File: src/rtl/node_pkg.sv
// Shared mesh-node definitions.
//   - Output direction indices (N, W, S, E, B) into NDIR-wide masks.
//   - Default direction count and payload width.
//   - flit_t: the {route mask, payload} record for the default widths.
package node_pkg;

  localparam int DIR_N      = 0;
  localparam int DIR_W      = 1;
  localparam int DIR_S      = 2;
  localparam int DIR_E      = 3;
  localparam int DIR_B      = 4;

  localparam int NDIR_DEF   = 5;
  localparam int PYLD_W_DEF = 23;

  typedef struct packed {
    logic [NDIR_DEF-1:0]   mask;
    logic [PYLD_W_DEF-1:0] payload;
  } flit_t;

endpackage

File: src/rtl/ibuf_fifo_mem.sv
// Storage array for the input-buffer FIFO.
// The array is DEPTH entries of W bits. It has one synchronous write
// port and one asynchronous read port.
//   clk    in  clock
//   we     in  write enable
//   waddr  in  write index
//   wdata  in  write data
//   raddr  in  read index (the head entry)
//   rdata  out read data, combinational from raddr
module ibuf_fifo_mem
  import node_pkg::*;
#(
  parameter int W     = NDIR_DEF + PYLD_W_DEF,
  parameter int DEPTH = 4,
  parameter int AW    = $clog2(DEPTH)
) (
  input  logic          clk,
  input  logic          we,
  input  logic [AW-1:0] waddr,
  input  logic [W-1:0]  wdata,
  input  logic [AW-1:0] raddr,
  output logic [W-1:0]  rdata
);

  logic [W-1:0] mem_r [DEPTH];

  // Write port. The contents need no reset: validity is tracked by the
  // owner's count.
  always_ff @(posedge clk) begin
    if (we) begin
      mem_r[waddr] <= wdata;
    end
  end

  // Asynchronous read of the head entry.
  assign rdata = mem_r[raddr];

endmodule

File: src/rtl/ibuf_mc_fifo.sv
// Multicast-capable mesh-node input buffer. The design uses one
// instance per input direction.
// The block holds DEPTH flits of {route mask, payload}. The head flit
// requests every output direction in its mask that has not been served
// yet. The head flit retires once the last of those directions is served.
//   clk        in  clock
//   rst        in  synchronous active-high reset
//   ibuf_vld   in  upstream flit valid
//   ibuf_rdy   out buffer can accept a flit
//   pg_en      in  power-gating enable
//   cpy_mode   in  copy mode (with pg_en, blocks input)
//   route_req  in  destination mask of the incoming flit
//   payload_i  in  incoming payload
//   arb_req    out outstanding requests of the head flit
//   arb_gnt    in  arbiter grants
//   obuf_rdy   in  output-buffer ready per direction
//   payload_o  out head payload (zero when empty)
//   occ        out stored entry count
//   drop_o     out one-cycle pulse after an accepted all-zero-mask flit
module ibuf_mc_fifo
  import node_pkg::*;
#(
  parameter int PYLD_W = PYLD_W_DEF,
  parameter int NDIR   = NDIR_DEF,
  parameter int DEPTH  = 4
) (
  input  logic                       clk,
  input  logic                       rst,
  input  logic                       ibuf_vld,
  output logic                       ibuf_rdy,
  input  logic                       pg_en,
  input  logic                       cpy_mode,
  input  logic [NDIR-1:0]            route_req,
  input  logic [PYLD_W-1:0]          payload_i,
  output logic [NDIR-1:0]            arb_req,
  input  logic [NDIR-1:0]            arb_gnt,
  input  logic [NDIR-1:0]            obuf_rdy,
  output logic [PYLD_W-1:0]          payload_o,
  output logic [$clog2(DEPTH+1)-1:0] occ,
  output logic                       drop_o
);

  localparam int AW = $clog2(DEPTH);
  localparam int CW = $clog2(DEPTH + 1);
  localparam int W  = NDIR + PYLD_W;

  logic [AW-1:0]     wr_ptr_r;
  logic [AW-1:0]     rd_ptr_r;
  logic [CW-1:0]     count_r;
  logic [CW-1:0]     count_nxt_s;
  logic [NDIR-1:0]   done_r;
  logic              drop_r;

  logic [W-1:0]      rd_data_s;
  logic [NDIR-1:0]   head_mask_s;
  logic [PYLD_W-1:0] head_payload_s;
  logic              head_vld_s;
  logic              push_s;
  logic              wr_en_s;
  logic              zero_mask_s;
  logic [NDIR-1:0]   clr_s;
  logic              retire_s;

  ibuf_fifo_mem #(
    .W     (W),
    .DEPTH (DEPTH),
    .AW    (AW)
  ) u_mem (
    .clk   (clk),
    .we    (wr_en_s),
    .waddr (wr_ptr_r),
    .wdata ({route_req, payload_i}),
    .raddr (rd_ptr_r),
    .rdata (rd_data_s)
  );

  assign head_mask_s    = rd_data_s[PYLD_W +: NDIR];
  assign head_payload_s = rd_data_s[PYLD_W-1:0];
  assign head_vld_s     = (count_r != {CW{1'b0}});

  // The full check uses the registered count only, so a retire in the
  // same cycle never opens a slot (no pass-through).
  assign ibuf_rdy    = ~rst & (count_r != CW'(DEPTH)) & ~(pg_en & cpy_mode);
  assign push_s      = ibuf_vld & ibuf_rdy;
  assign zero_mask_s = (route_req == {NDIR{1'b0}});
  // A flit with no destination is consumed but never stored.
  assign wr_en_s     = push_s & ~zero_mask_s;

  assign arb_req   = head_vld_s ? (head_mask_s & ~done_r) : {NDIR{1'b0}};
  assign payload_o = head_vld_s ? head_payload_s : {PYLD_W{1'b0}};
  assign occ       = count_r;
  assign drop_o    = drop_r;

  // Only directions still requested can be served. This masks grants
  // on bits that are not requested.
  assign clr_s    = arb_gnt & obuf_rdy & arb_req;
  assign retire_s = head_vld_s & ((arb_req & ~clr_s) == {NDIR{1'b0}});

  // Next occupancy. A push and a retire in the same cycle cancel out.
  always_comb begin
    count_nxt_s = count_r;
    case ({wr_en_s, retire_s})
      2'b10:   count_nxt_s = count_r + CW'(1);
      2'b01:   count_nxt_s = count_r - CW'(1);
      default: count_nxt_s = count_r;
    endcase
  end

  // Pointers, count, multicast served mask and the drop pulse.
  always_ff @(posedge clk) begin
    if (rst) begin
      wr_ptr_r <= {AW{1'b0}};
      rd_ptr_r <= {AW{1'b0}};
      count_r  <= {CW{1'b0}};
      done_r   <= {NDIR{1'b0}};
      drop_r   <= 1'b0;
    end else begin
      count_r <= count_nxt_s;
      drop_r  <= push_s & zero_mask_s;
      if (wr_en_s) begin
        wr_ptr_r <= wr_ptr_r + AW'(1);
      end else begin
        wr_ptr_r <= wr_ptr_r;
      end
      if (retire_s) begin
        rd_ptr_r <= rd_ptr_r + AW'(1);
        done_r   <= {NDIR{1'b0}};
      end else begin
        rd_ptr_r <= rd_ptr_r;
        done_r   <= done_r | clr_s;
      end
    end
  end

endmodule
File: config.mk
export PLATFORM = sky130hd
export DESIGN_NAME = ibuf_mc_fifo
export DESIGN_NICKNAME = d
export VERILOG_FILES = /design/src/rtl/node_pkg.sv /design/src/rtl/ibuf_fifo_mem.sv /design/src/rtl/ibuf_mc_fifo.sv
export SDC_FILE = /design/constraint.sdc
export NUM_CORES = 1
export LEC_CHECK = 0
export ABC_AREA = 0
export CAP_MARGIN = 5
export CELL_PAD_IN_SITES_DETAIL_PLACEMENT = 0
export CELL_PAD_IN_SITES_GLOBAL_PLACEMENT = 2
export CORE_ASPECT_RATIO = 1.25
export CORE_MARGIN = 2
export CORE_UTILIZATION = 36
export DETAILED_ROUTE_END_ITERATION = 7
export PLACE_DENSITY_LB_ADDON = 0.15
export SLEW_MARGIN = 20
export SYNTH_ARGS = -nofsm -noshare
export SYNTH_HDL_FRONTEND = slang
export SYNTH_SLANG_ARGS = --single-unit
File: constraint.sdc
create_clock -name clk -period 2.7 [get_ports clk]
set_input_delay 0.675 -clock clk [delete_from_list [all_inputs] [get_ports clk]]
set_output_delay 0.675 -clock clk [all_outputs]
set_load 0.02 [all_outputs]
=== Word-level counts from Yosys, hierarchy flattened ===
Memory sizes are Yosys's and may differ from the RTL's. A register that Yosys moved wholly into a read port is not among the register bits.
Index checks and enable logic that the tools add are counted.

* Muxes and demuxes: 7
* Bitwise gates (word level): 17
* Equal/unequal tests: 3
* Add/sub/neg operators: 4
* Reduce and logical (&&, ||, !) cells: 5

{| class="wikitable"
|+ Operators with widths
! cell !! count
|-
| $mux W23 || 1
|-
| $and A5 B5 Y5 || 4
|-
| $logic_not A5 Y1 || 2
|-
| $not A5 Y5 || 2
|-
| $and A1 B1 Y1 || 7
|-
| $pmux W3 S2 || 1
|-
| $mux W5 || 1
|-
| $or A5 B5 Y5 || 1
|-
| $add A2 B1 Y2 const B || 2
|-
| $mux W2 || 2
|-
| $add A3 B1 Y3 const B || 1
|-
| $ne A3 B3 Y1 const B || 1
|-
| $not A1 Y1 || 3
|-
| $reduce_bool A3 Y1 || 1
|-
| $sub A3 B1 Y3 const B || 1
|-
| $eq A2 B1 Y1 const B || 1
|-
| $eq A2 B2 Y1 const B || 1
|-
| $mux W1 || 2
|-
| $reduce_bool A2 Y1 || 1
|-
| $reduce_or A2 Y1 || 1
|}

* Bits of input ports: 43
* Memories: 1
* Bits in registers: 13
* Output and inout port bits: 33
* RAM bits: 112
* Word-level logic and storage cells: 42

{| class="wikitable"
|+ Memory list
! memory !! depth !! width !! rd ports !! clocked after memory_dff !! wr ports !! line !! RTL
|-
| u_mem.mem_r || 4 || 28 || 1 || 1 || 1 || ibuf_fifo_mem.sv:25 || <nowiki>logic [W-1:0] mem_r [DEPTH];</nowiki>
|}

=== Logic depth before layout (Yosys ltp) ===
Gate-level depths: netlist of run 1.

* Depth after elaboration: 10
* Depth in mapped cells: 10
* Depth with buffers taken out: 10

=== Cells and area by module ===
A second synthesis of run 1 with hierarchy kept.

* Cells, all modules: 261
* Area, all modules: 4983.5 um^2

{| class="wikitable"
|+ By module, submodules not included
! module !! cells an instance !! area an instance (um^2) !! seq. area each (um^2) !! times used
|-
| ibuf_fifo_mem || 150 || 4121.5 || 3363.2 || 1
|-
| ibuf_mc_fifo || 111 || 862.1 || 260.2 || 1
|}

=== Worst setup path after synthesis of run 1 ===
No wires, ideal clock.

* Path type: reg2reg
* Start: register (tool-made name)
* End: register count_r[2], in the netlist occ[2]
* Stages on the path, launching flop included: 11
* Data required time: 2629 ps
* Path slack: -103 ps
* Clock period less this slack: 2803 ps
* Library setup time: 71 ps
* Buffers on the path: 1
* Data arrival time: 2732 ps
* Cells stage by stage: dfxtp_1 > buf_6 > mux4_2 > a22o_1 > nor3_4 > ha_1 > inv_1 > fa_1 > xor2_1 > or3_1 > a21oi_1

{| class="wikitable"
|+ RTL lines
! item !! line !! RTL
|-
| end signal: assignment || ibuf_mc_fifo.sv:114 || <nowiki>count_r <= {CW{1'b0}};</nowiki>
|-
| end signal: assignment || ibuf_mc_fifo.sv:118 || <nowiki>count_r <= count_nxt_s;</nowiki>
|-
| end: declaration || ibuf_mc_fifo.sv:49 || <nowiki>logic [CW-1:0] count_r;</nowiki>
|}

==> results of run 1 <==
## stage by stage
| step | cell area [sq um] | power [mW] | hold slack [ns] |
|---|---|---|---|
| after global routing | 6890 | 5.07 | 0.569 |
| after CTS | 6920 | 4.95 | 0.528 |
| after floorplan | 5010 | 2.39 | 0.484 |
| after global placement | 6260 | 2.63 | 0.522 |
| after detailed placement | 6260 | 2.63 | 0.519 |
| final | 6890 | 4.89 | 0.521 |
## routing by layer
layer  GRT usage  up-vias
met5           0        -
met4      0.0556        0
met3      0.0451       18
met2       0.248       75
met1       0.184     1396
li1            -     1313
## cell usage after synthesis (all sizes together)
master    n
nor4      1
ha        5
mux4     28
a22o      2
dfxtp    15
nor2     14
o311ai    1
a21bo     1
clkbuf    8
and2     24
o31a      1
o311a     1
nor3      7
o21ai     3
inv       8
nand3     2
and3      4
xor2      2
nor2b     1
fa        1
a21oi    10
buf       3
nand2     6
a41oi     5
edfxtp  112
or3       2
mux2      3
## cell families (layout without fill, tap and decap cells)
logic type	after synthesis	in the layout	share of synthesized area
simple gates	61	61	0.0662
compound gates	24	24	0.0327
buf+inv	19	153	0.0162
xor+xnor	2	2	0.00350
mux	31	31	0.133
fa+ha+maj	6	6	0.0165
flops	127	127	0.731
## report_power, final
| part | leakage, nW | switching (mW) | total, mW | internal, mW |
|---|---|---|---|---|
| registers | 1.14 | 0.0105 | 2.18 | 2.17 |
| clock network | 0.299 | 0.746 | 2.32 | 1.57 |
| logic | 0.969 | 0.193 | 0.386 | 0.193 |
| total | 2.41 | 0.950 | 4.89 | 3.94 |
## worst register-to-register path, cell delays in order (launching register included)
cell and delay [ns]:
dfxtp_4 0.39, buf_6 0.10, mux4_2 0.54, a22o_4 0.28, nor3_4 0.20, ha_2 0.21
inv_2 0.04, fa_2 0.32, xor2_1 0.15, or3_1 0.30, a21oi_1 0.12
## worst max-delay path by stage
stage,cells after the start,endpoint,start
2_1_floorplan,10,occ[2],flip-flop
3_5_place_dp,10,occ[2],arb_gnt[4]
6_report,10,occ[2],flip-flop
3_3_place_gp,10,occ[2],arb_gnt[4]
4_1_cts,5,payload_o[22],flip-flop
5_1_grt,10,occ[2],flip-flop
## sequential cells by signal, indices dropped and copies added, names as in the netlist, named ones only
register and flops:
u_mem.mem_r 112, done_r 5, occ 3, rd_ptr_r 2, wr_ptr_r 2, drop_o 1
## area by class of cell
class / instances / area (sq um) / area share
Inverter: 8 / 30.0 / 0.00436
Timing Repair Buffer: 113 / 1060 / 0.153
Clock buffer: 27 / 513 / 0.0744
Multi-Input combinational cell: 124 / 1300 / 0.189
Sequential cell: 127 / 3670 / 0.532
Clock inverter: 5 / 103 / 0.0149
Tap cell: 175 / 219 / 0.0318
## repair_timing
item	in CTS	in global routing
cloned	0	0
gates resized for setup	75	21
setup endpoints to repair	30	19
buffers inserted	4	1
pin swaps	2	1
==> metrics.cfg, run 1 <==
[run_status]
status=finished with violations
violations=negative setup slack

[placed_design]
gp_congestion=0.685
dp.cells=542
dp_hpwl_um=6430
dpl_worst_slack_ns=-0.201
port_buffers=75

[logic_synthesis]
synth.area.top_cells=edfxtp_1 (67%), mux4_2 (12%), dfxtp_1 (6.0%), and2_1 (3.0%), ha_1 (1.2%)
synth_seq_cells=127
synthCells=270
synth-seq-area-share=0.731
ys_types=31
ys_warn_count=0
netlist.area_leader.share=0.671
synth_top_area_cell=edfxtp_1
synth.avg_cell_area_sq_um=18.6
syn-num-nets=319
syn_area_sq_um=5010

[timing]
worstMarginPinSlew_ns=0.512
setup_ws_ns=-0.0197
period_share=1.01
rsz0062_at_grt=true
fmax_mhz=368
max_slew_margin=0.654
report.final.hold_viol_count=0
setup_tns_ns=-0.0197
setup_viol=1
report.final.slew_viol_count=0
finalClockSkew_ns=0.0102
fin_crit_ns=2.72

[pwr]
vdd_ir_drop_max_mv=0.425
power.density_nw_per_um2=710
leakagePower_nw=2.41

[worst_setup_path]
end_kind=flip-flop
critPathBufInv=2
startpoint_type=flip-flop
path_class=reg -> reg
crit_required_ns=3.03
rr_endpoint=occ[2]
cp_top_family=multiplexers
cpMaxStageDelayCell=mux4_2
worstPathArrival_ns=3.05
path_max_fanout=4
cpPeakStageDelay_ns=0.54
rrSetupSlack_ns=-0.02
cp_cell_sequence=buf_6, mux4_2, a22o_4, nor3_4, ha_2, inv_2, fa_2, xor2_1, or3_1, a21oi_1
reg2reg_depth=10

[detailed_routing]
top_layer=met4
wl_met2_um=5110
drtIter0Drc=127
ant_nets=0
wl_met3_um=459
wl_met1_um=4380
wl_per_cell_um=17.4
drc=0
dr.pass1.iters=4
vias_per_cell=4.84
vias=2802
wl_um=10100

[finish]
drive_gt1_frac=0.312
mostFrequentLayoutCell=edfxtp_1
fillers=1174
syn2layout_area_growth_pct=37.6
fin_util=0.503
final_nets=440
antenna_cells=0
final_cell_mix=edfxtp_1 (112), clkdlybuf4s50_1 (46), buf_4 (28)
fin_cells=579

[clock_network]
clkTransAtPathRegs_ns=0.05
cts_hold_buf=0
htreeDepth=4
clock_latency_ns=0.40
clock-sinks=127
root_buffer=clkbuf_16
clock_path_buffers=2
numCtsBuffers=17
tritoncts=done

[global_route]
antenna_found_initial=0
grt_max_degree=29
grt_overflow_total=0
first_global_vias=3054
grt_pass1_wl_um=16000
grt_util_all_layers=0.149

[floorplanning]
start_util=0.366
ioPinCount=76
rows=48
fp.dieArea_sq_um=14900
chipHeight_um=136
dieWidth_um=110
core_area_sq_um=13700

[job]
drv_cap=0

[worst_hold_path]
hold_path_startpoint=wr_ptr_r[0]
min_path_cells=2
hold_class=reg -> reg
hold_end=wr_ptr_r[0]

(Power assumes the default switching activity.)
==> run 2: changes to the inputs <==
--- a/config.mk
+++ b/config.mk
@@ -9,9 +9,9 @@
 export CAP_MARGIN = 5
 export CELL_PAD_IN_SITES_DETAIL_PLACEMENT = 0
 export CELL_PAD_IN_SITES_GLOBAL_PLACEMENT = 2
-export CORE_ASPECT_RATIO = 1.25
+export CORE_ASPECT_RATIO = 1.1
 export CORE_MARGIN = 2
-export CORE_UTILIZATION = 36
+export CORE_UTILIZATION = 43
 export DETAILED_ROUTE_END_ITERATION = 7
 export PLACE_DENSITY_LB_ADDON = 0.15
 export SLEW_MARGIN = 20
==> constraint.sdc (replaced) <==
create_clock -name clk -period 3.44 [get_ports clk]
set_input_delay 1.032 -clock clk [delete_from_list [all_inputs] [get_ports clk]]
set_output_delay 1.032 -clock clk [all_outputs]
set_load 0.02 [all_outputs]
==> metrics.cfg, run 2 (synthesis gave the netlist of run 1 again) <==
[detailed_routing]
ant_nets=0  ; unchanged
wl_um=9570  ; -5.2%
drtIter0Drc=99  ; -22%
drc=0  ; unchanged
wl_per_cell_um=18.1  ; +4.0%
vias=2712  ; -3.2%
vias_per_cell=5.14  ; +6.1%
dr.pass1.iters=4  ; unchanged

[pwr]
power.density_nw_per_um2=556  ; -22%
switchingPower_mw=0.729  ; -23%
p_int_mw=2.97  ; -25%
leakagePower_nw=2.18  ; -9.2%
seq_power_share=0.464  ; +0.018
swShare=0.197  ; +0.00290
p_comb_frac=0.078  ; about the same
clkPwrFrac=0.458  ; -0.017
vdd_ir_drop_max_mv=0.351  ; -17%

[timing]
worstMarginPinSlew_ns=0.449  ; -0.0631 ns
report.final.hold_viol_count=0  ; unchanged
rsz0062_at_grt=false
setup_tns_ns=0  ; +0.0197 ns
fin_crit_ns=3.31
finalClockSkew_ns=0.00695  ; -0.00327 ns
setup_viol=0  ; -1
report.final.slew_viol_count=0  ; unchanged
max_slew_margin=0.697  ; +0.0426
hold_slack_ns=0.536  ; +0.0151 ns
fmax_mhz=302
period_share=0.963

[worst_hold_path]
min_path_cells=2  ; unchanged
hold_class=reg -> reg

[floorplanning]
ioPinCount=76  ; unchanged
dieWidth_um=107  ; -2.4%
start_util=0.438  ; +0.0721
chipHeight_um=117  ; -14%
fp.dieArea_sq_um=12500  ; -16%
rows=41  ; -15%
core_area_sq_um=11400  ; -16%

[worst_setup_path]
path_class=reg -> out
worstPathArrival_ns=2.28  ; -0.77 ns
end_kind=output pin
path_max_fanout=14  ; +10
reg2reg_depth=10  ; unchanged
crit_required_ns=2.41  ; -0.62 ns
startpoint_type=flip-flop
rrSetupSlack_ns=0.54  ; +0.56 ns

[finish]
multi_input_comb_area_sq_um=1270  ; -2.3%
syn2layout_area_growth_pct=32.7
antenna_cells=0  ; unchanged
mostFrequentLayoutCell=edfxtp_1
drive_gt1_frac=0.190  ; -0.121
fin_util=0.581  ; +0.0778
regArea_sq_um=3660  ; -0.10%
regMostFlops=u_mem.mem_r
fillers=897  ; -24%
largest_reg_flops=112  ; unchanged
final_cell_mix=edfxtp_1 (112), clkdlybuf4s50_1 (74), mux4_2 (27)
final_nets=416  ; -5.5%

[global_route]
grt_overflow_total=0  ; unchanged
antenna_found_initial=0  ; unchanged
grt_max_degree=29  ; unchanged
first_global_vias=2806  ; -8.1%
grt_util_all_layers=0.164  ; +0.0148
grt_pass1_wl_um=14800  ; -7.3%

[placed_design]
dp_hpwl_um=5680  ; -12%
gp_congestion=0.704  ; +2.8%
port_buffers=75  ; unchanged

[clock_network]
clkTransAtPathRegs_ns=0.05  ; about the same
cts_setup_buffers=0  ; -4
root_buffer=clkbuf_16
tritoncts=done
cts_hold_buf=0  ; unchanged
clock_path_buffers=2  ; unchanged
clock_latency_ns=0.40  ; about the same
numCtsBuffers=17  ; unchanged
clock-sinks=127  ; unchanged
htreeDepth=4  ; unchanged

[job]
drv_cap=0  ; unchanged

[run_status]
status=complete, no violations

run 2: cell types whose count changed in the layout (fill, tap and decap cells not counted), moves of 3 or more:
| cell | before | now |
|---|---|---|
| buf_12 | 8 | 5 |
| buf_2 | 10 | 0 |
| buf_4 | 28 | 8 |
| clkbuf_2 | 7 | 0 |
| clkbuf_8 | 5 | 0 |
| clkdlybuf4s15_1 | 5 | 0 |
| clkdlybuf4s50_1 | 46 | 74 |
| clkinv_1 | 1 | 5 |
| dlygate4sd2_1 | 6 | 1 |
run 2: area by class of cell:
type | instances | share of cell area
Timing Repair Buffer | 89 | 0.141
Clock inverter | 10 | 0.0183
Tap cell | 150 | 0.0282
Clock buffer | 20 | 0.0657
Multi-Input combinational cell | 124 | 0.191
Inverter | 8 | 0.00452
Sequential cell | 127 | 0.551
run 2: timing repair:
item / 4_1_cts / 5_1_grt
gates resized for setup: 2 / 0
gates cloned: 0 / 1
endpoints found under the setup margin: 1 / 1
run 2: worst paths after layout:
path	startpoint	to
setup / recovery	flip-flop	payload_o[22]
hold / removal	occ[2]	occ[2]
setup reg to reg	flip-flop	occ[2]
hold reg to reg	occ[2]	occ[2]
run 2: power by group through the flow:
stage | logic [mW] | clock network (mW) | registers [mW]
floorplan | 0.132 | 0 | 1.75
global placement | 0.290 | 0 | 1.75
detailed placement | 0.293 | 0 | 1.75
CTS | 0.294 | 1.73 | 1.72
global route | 0.316 | 1.80 | 1.72
finish | 0.290 | 1.69 | 1.72
run 2: stage by stage:
| stage | worst slack (ns) | power (mW) | area [sq um] | instances |
|---|---|---|---|---|
| after floorplan | 0.535 | 1.88 | 5010 | 270 |
| after global placement | -0.0878 | 2.03 | 6060 | 497 |
| after detailed placement | -0.0948 | 2.04 | 6060 | 497 |
| after CTS | 0.0584 | 3.74 | 6620 | 527 |
| after global routing | 0.0291 | 3.83 | 6650 | 528 |
| final | 0.128 | 3.70 | 6650 | 528 |
run 2: worst max-delay path, stage by stage (launching register included):
cell and delay [ns]:
dfxtp_2 0.38, buf_12 0.19, mux4_1 0.57, and2_1 0.19
clkdlybuf4s50_1 0.55
run 2: layer usage:
metal / global-route usage / share of wire
met1: 0.206 / 0.45
met2: 0.268 / 0.49
met3: 0.0520 / 0.045
met4: 0.0675 / 0.0092
met5: 0 / 0
==> run 3: changes to the inputs <==
--- a/config.mk
+++ b/config.mk
@@ -13,8 +13,9 @@
 export CORE_MARGIN = 2
 export CORE_UTILIZATION = 43
 export DETAILED_ROUTE_END_ITERATION = 7
-export PLACE_DENSITY_LB_ADDON = 0.15
+export PLACE_DENSITY_LB_ADDON = 0.1
 export SLEW_MARGIN = 20
 export SYNTH_ARGS = -nofsm -noshare
 export SYNTH_HDL_FRONTEND = slang
+export SYNTH_HIERARCHICAL = 1
 export SYNTH_SLANG_ARGS = --single-unit
==> metrics.cfg, run 3 <==
[run_status]
status=complete, no violations

[worst_setup_path]
end_kind=output pin
worstPathArrival_ns=2.28  ; about the same
r2r_start=rd_ptr_r[0]
startpoint_type=flip-flop
path_class=reg -> out
rr_endpoint=occ[2]
rrSetupSlack_ns=0.43  ; -0.11 ns
reg2reg_depth=10  ; unchanged
path_max_fanout=17  ; +3
crit_required_ns=2.41  ; about the same

[finish]
mostFrequentLayoutCell=edfxtp_1
final_nets=412  ; -0.96%
final_cell_mix=edfxtp_1 (112), clkdlybuf4s50_1 (74), and2_1 (24)
fin_cells=530  ; +0.38%
antenna_cells=0  ; unchanged
largest_reg_flops=112  ; unchanged
drive_gt1_frac=0.213  ; +0.0227
syn2layout_area_growth_pct=34.5
final_area_sq_um=6700  ; +0.81%
regMostFlops=u_mem/mem_r

[logic_synthesis]
synth.area.top_cells=edfxtp_1 (67%), mux4_2 (9.0%), dfxtp_1 (5.2%), mux4_1 (4.2%), and2_1 (3.0%)
dominantRegCellSynth=edfxtp_1
synth_edf_count=112  ; unchanged
ys_types=35  ; +13%
syn-num-nets=306  ; -4.1%
syn_area_sq_um=4980  ; -0.50%
netlist.area_leader.share=0.675  ; +0.00337
ys_warn_count=6  ; +6
yosysMostFrequentCell=edfxtp_1
postSynth.asyncResetShare=0  ; unchanged
synth.avg_cell_area_sq_um=19.1  ; +2.9%
synth-seq-area-share=0.727  ; -0.00436
synth_seq_cells=125  ; -1.6%
synth_top_area_cell=edfxtp_1
synthTopCellsByCount=edfxtp_1 (112), and2_1 (24), mux4_2 (20)
synthCells=261  ; -3.3%

[detailed_routing]
vias=2723  ; +0.41%
drtIter0Drc=164  ; +66%
ant_nets=0  ; unchanged
wl_per_cell_um=17.8  ; -1.8%
vias_per_cell=5.14  ; about the same
drc=0  ; unchanged
wl_um=9430  ; -1.4%
dr.pass1.iters=5  ; +1

[placed_design]
postPlaceCellArea_sq_um=6070  ; about the same
port_buffers=75  ; unchanged
dp_hpwl_um=5860  ; +3.2%
dpl_worst_slack_ns=-0.104  ; -0.00877 ns
gp_congestion=0.682  ; -3.1%
dp.cells=495  ; -0.40%

[clock_network]
root_buffer=clkbuf_16
tritoncts=done
cts_hold_buf=0  ; unchanged
clkTransAtPathRegs_ns=0.06  ; about the same
clock-sinks=125  ; -1.6%
clock_latency_ns=0.40  ; about the same
htreeDepth=4  ; unchanged
numCtsBuffers=17  ; unchanged
clock_path_buffers=2  ; unchanged

[global_route]
grt_util_all_layers=0.164  ; +0.000183
grt_pass1_wl_um=14800  ; about the same
grt_overflow_total=0  ; unchanged
antenna_found_initial=0  ; unchanged
first_global_vias=2804  ; -0.071%
grt_max_degree=29  ; unchanged

[pwr]
leakagePower_nw=2.23  ; +2.0%
seq_power_share=0.446  ; -0.018
p_comb_frac=0.077  ; about the same
p_int_mw=3.03  ; +2.2%
vdd_ir_drop_max_mv=0.343  ; -2.4%
clkPwrFrac=0.477  ; +0.019
swShare=0.199  ; +0.00230
power.density_nw_per_um2=566  ; +1.7%
switchingPower_mw=0.756  ; +3.7%
p_total_mw=3.79  ; +2.5%

[worst_hold_path]
hold_path_startpoint=done_r[2]
hold_end=done_r[2]
min_path_cells=2  ; unchanged
hold_class=reg -> reg

[floorplanning]
start_util=0.438  ; about the same
dieWidth_um=107  ; -0.24%
core_area_sq_um=11400  ; -0.45%
ioPinCount=76  ; unchanged
rows=41  ; unchanged
fp.dieArea_sq_um=12500  ; -0.48%
chipHeight_um=117  ; -0.24%

[timing]
hold_slack_ns=0.523  ; -0.0124 ns
setup_ws_ns=0.129  ; +0.000535 ns
setup_viol=0  ; unchanged
fin_crit_ns=3.31  ; -0.000535 ns
finalClockSkew_ns=0.00869  ; +0.00174 ns
fmax_mhz=302  ; about the same
report.final.hold_viol_count=0  ; unchanged
worstMarginPinSlew_ns=0.304  ; -0.145 ns
report.final.slew_viol_count=0  ; unchanged
max_slew_margin=0.796  ; +0.0997
rsz0062_at_grt=false
period_share=0.962  ; about the same

[job]
drv_cap=0  ; unchanged

==> run 3: cell count changes after synthesis, moves of 3 or more <==
cell      change
mux4_1        +7
mux4_2        -7
nor2_1        -5
a21oi_1       -4
clkbuf_1      -4
ha_1          -4
or4_1         +3
==> run 3: final cells by class <==
type                       instances  area (sq um)
inverter                           7          26.3
clock buffer                      19           433
timing repair buffer              98           988
fill                             881          4690
clock inverter                    13           173
sequential                       125          3630
tap                              150           188
multi-input combinational        118          1260
==> run 3: kinds of logic after synthesis <==
kind of cell | synth area share
AO/OA/AOI/OAI | 0.0291
buffers and inverters | 0.0226
multiplexers | 0.135
XOR/XNOR | 0.00352
flip-flops | 0.727
AND/OR/NAND/NOR | 0.0763
adder cells (fa/ha/maj) | 0.00653
==> run 3: worst max-delay path by stage <==
stage                            start           endpoint  depth (start not counted)
after floorplan                    rst  u_mem/mem_r[0][0]                          5
after global placement    route_req[0]             occ[2]                         10
after detailed placement  route_req[0]             occ[2]                         10
after CTS                  rd_ptr_r[0]       payload_o[4]                          4
after global routing       rd_ptr_r[0]         arb_req[3]                          4
final                      rd_ptr_r[0]         arb_req[3]                          4
==> run 3: critical path, stage by stage, from the launching register on <==
cell             delay (ns)
dfxtp_4                0.41
buf_12                 0.20
mux4_2                 0.56
and3_1                 0.18
clkdlybuf4s50_1        0.53
==> run 3: through the flow <==
step / utilization / TNS [ns]
global route: 0.588 / 0
global placement: 0.533 / -0.0545
detailed placement: 0.533 / -0.104
floorplan: - / 0
finish: 0.588 / 0
CTS: 0.586 / 0
==> run 3: timing repair <==
| item | in CTS | in global routing |
|---|---|---|
| gates cloned | 0 | 0 |
| pin swaps | 0 | 0 |
| endpoints found under the setup margin | 22 | 8 |
| buffers inserted | 0 | 3 |
| gates resized for setup | 3 | 1 |
==> run 3: routing by layer <==
| metal | vias to the layer above | GRT usage | routed length, um |
|---|---|---|---|
| li1 | 1268 | - | - |
| met1 | 1378 | 0.198 | 4090 |
| met2 | 69 | 0.277 | 4760 |
| met3 | 8 | 0.0548 | 415 |
| met4 | 0 | 0.0641 | 166 |
| met5 | - | 0 | 0 |
==> run 3: power groups by stage <==
stage / Combinational [mW] / Sequential (mW) / Clock [mW]
floorplan: 0.131 / 1.72 / 0
finish: 0.292 / 1.69 / 1.81
CTS: 0.295 / 1.69 / 1.84
detailed placement: 0.294 / 1.72 / 0
global placement: 0.292 / 1.72 / 0
global route: 0.315 / 1.69 / 1.91
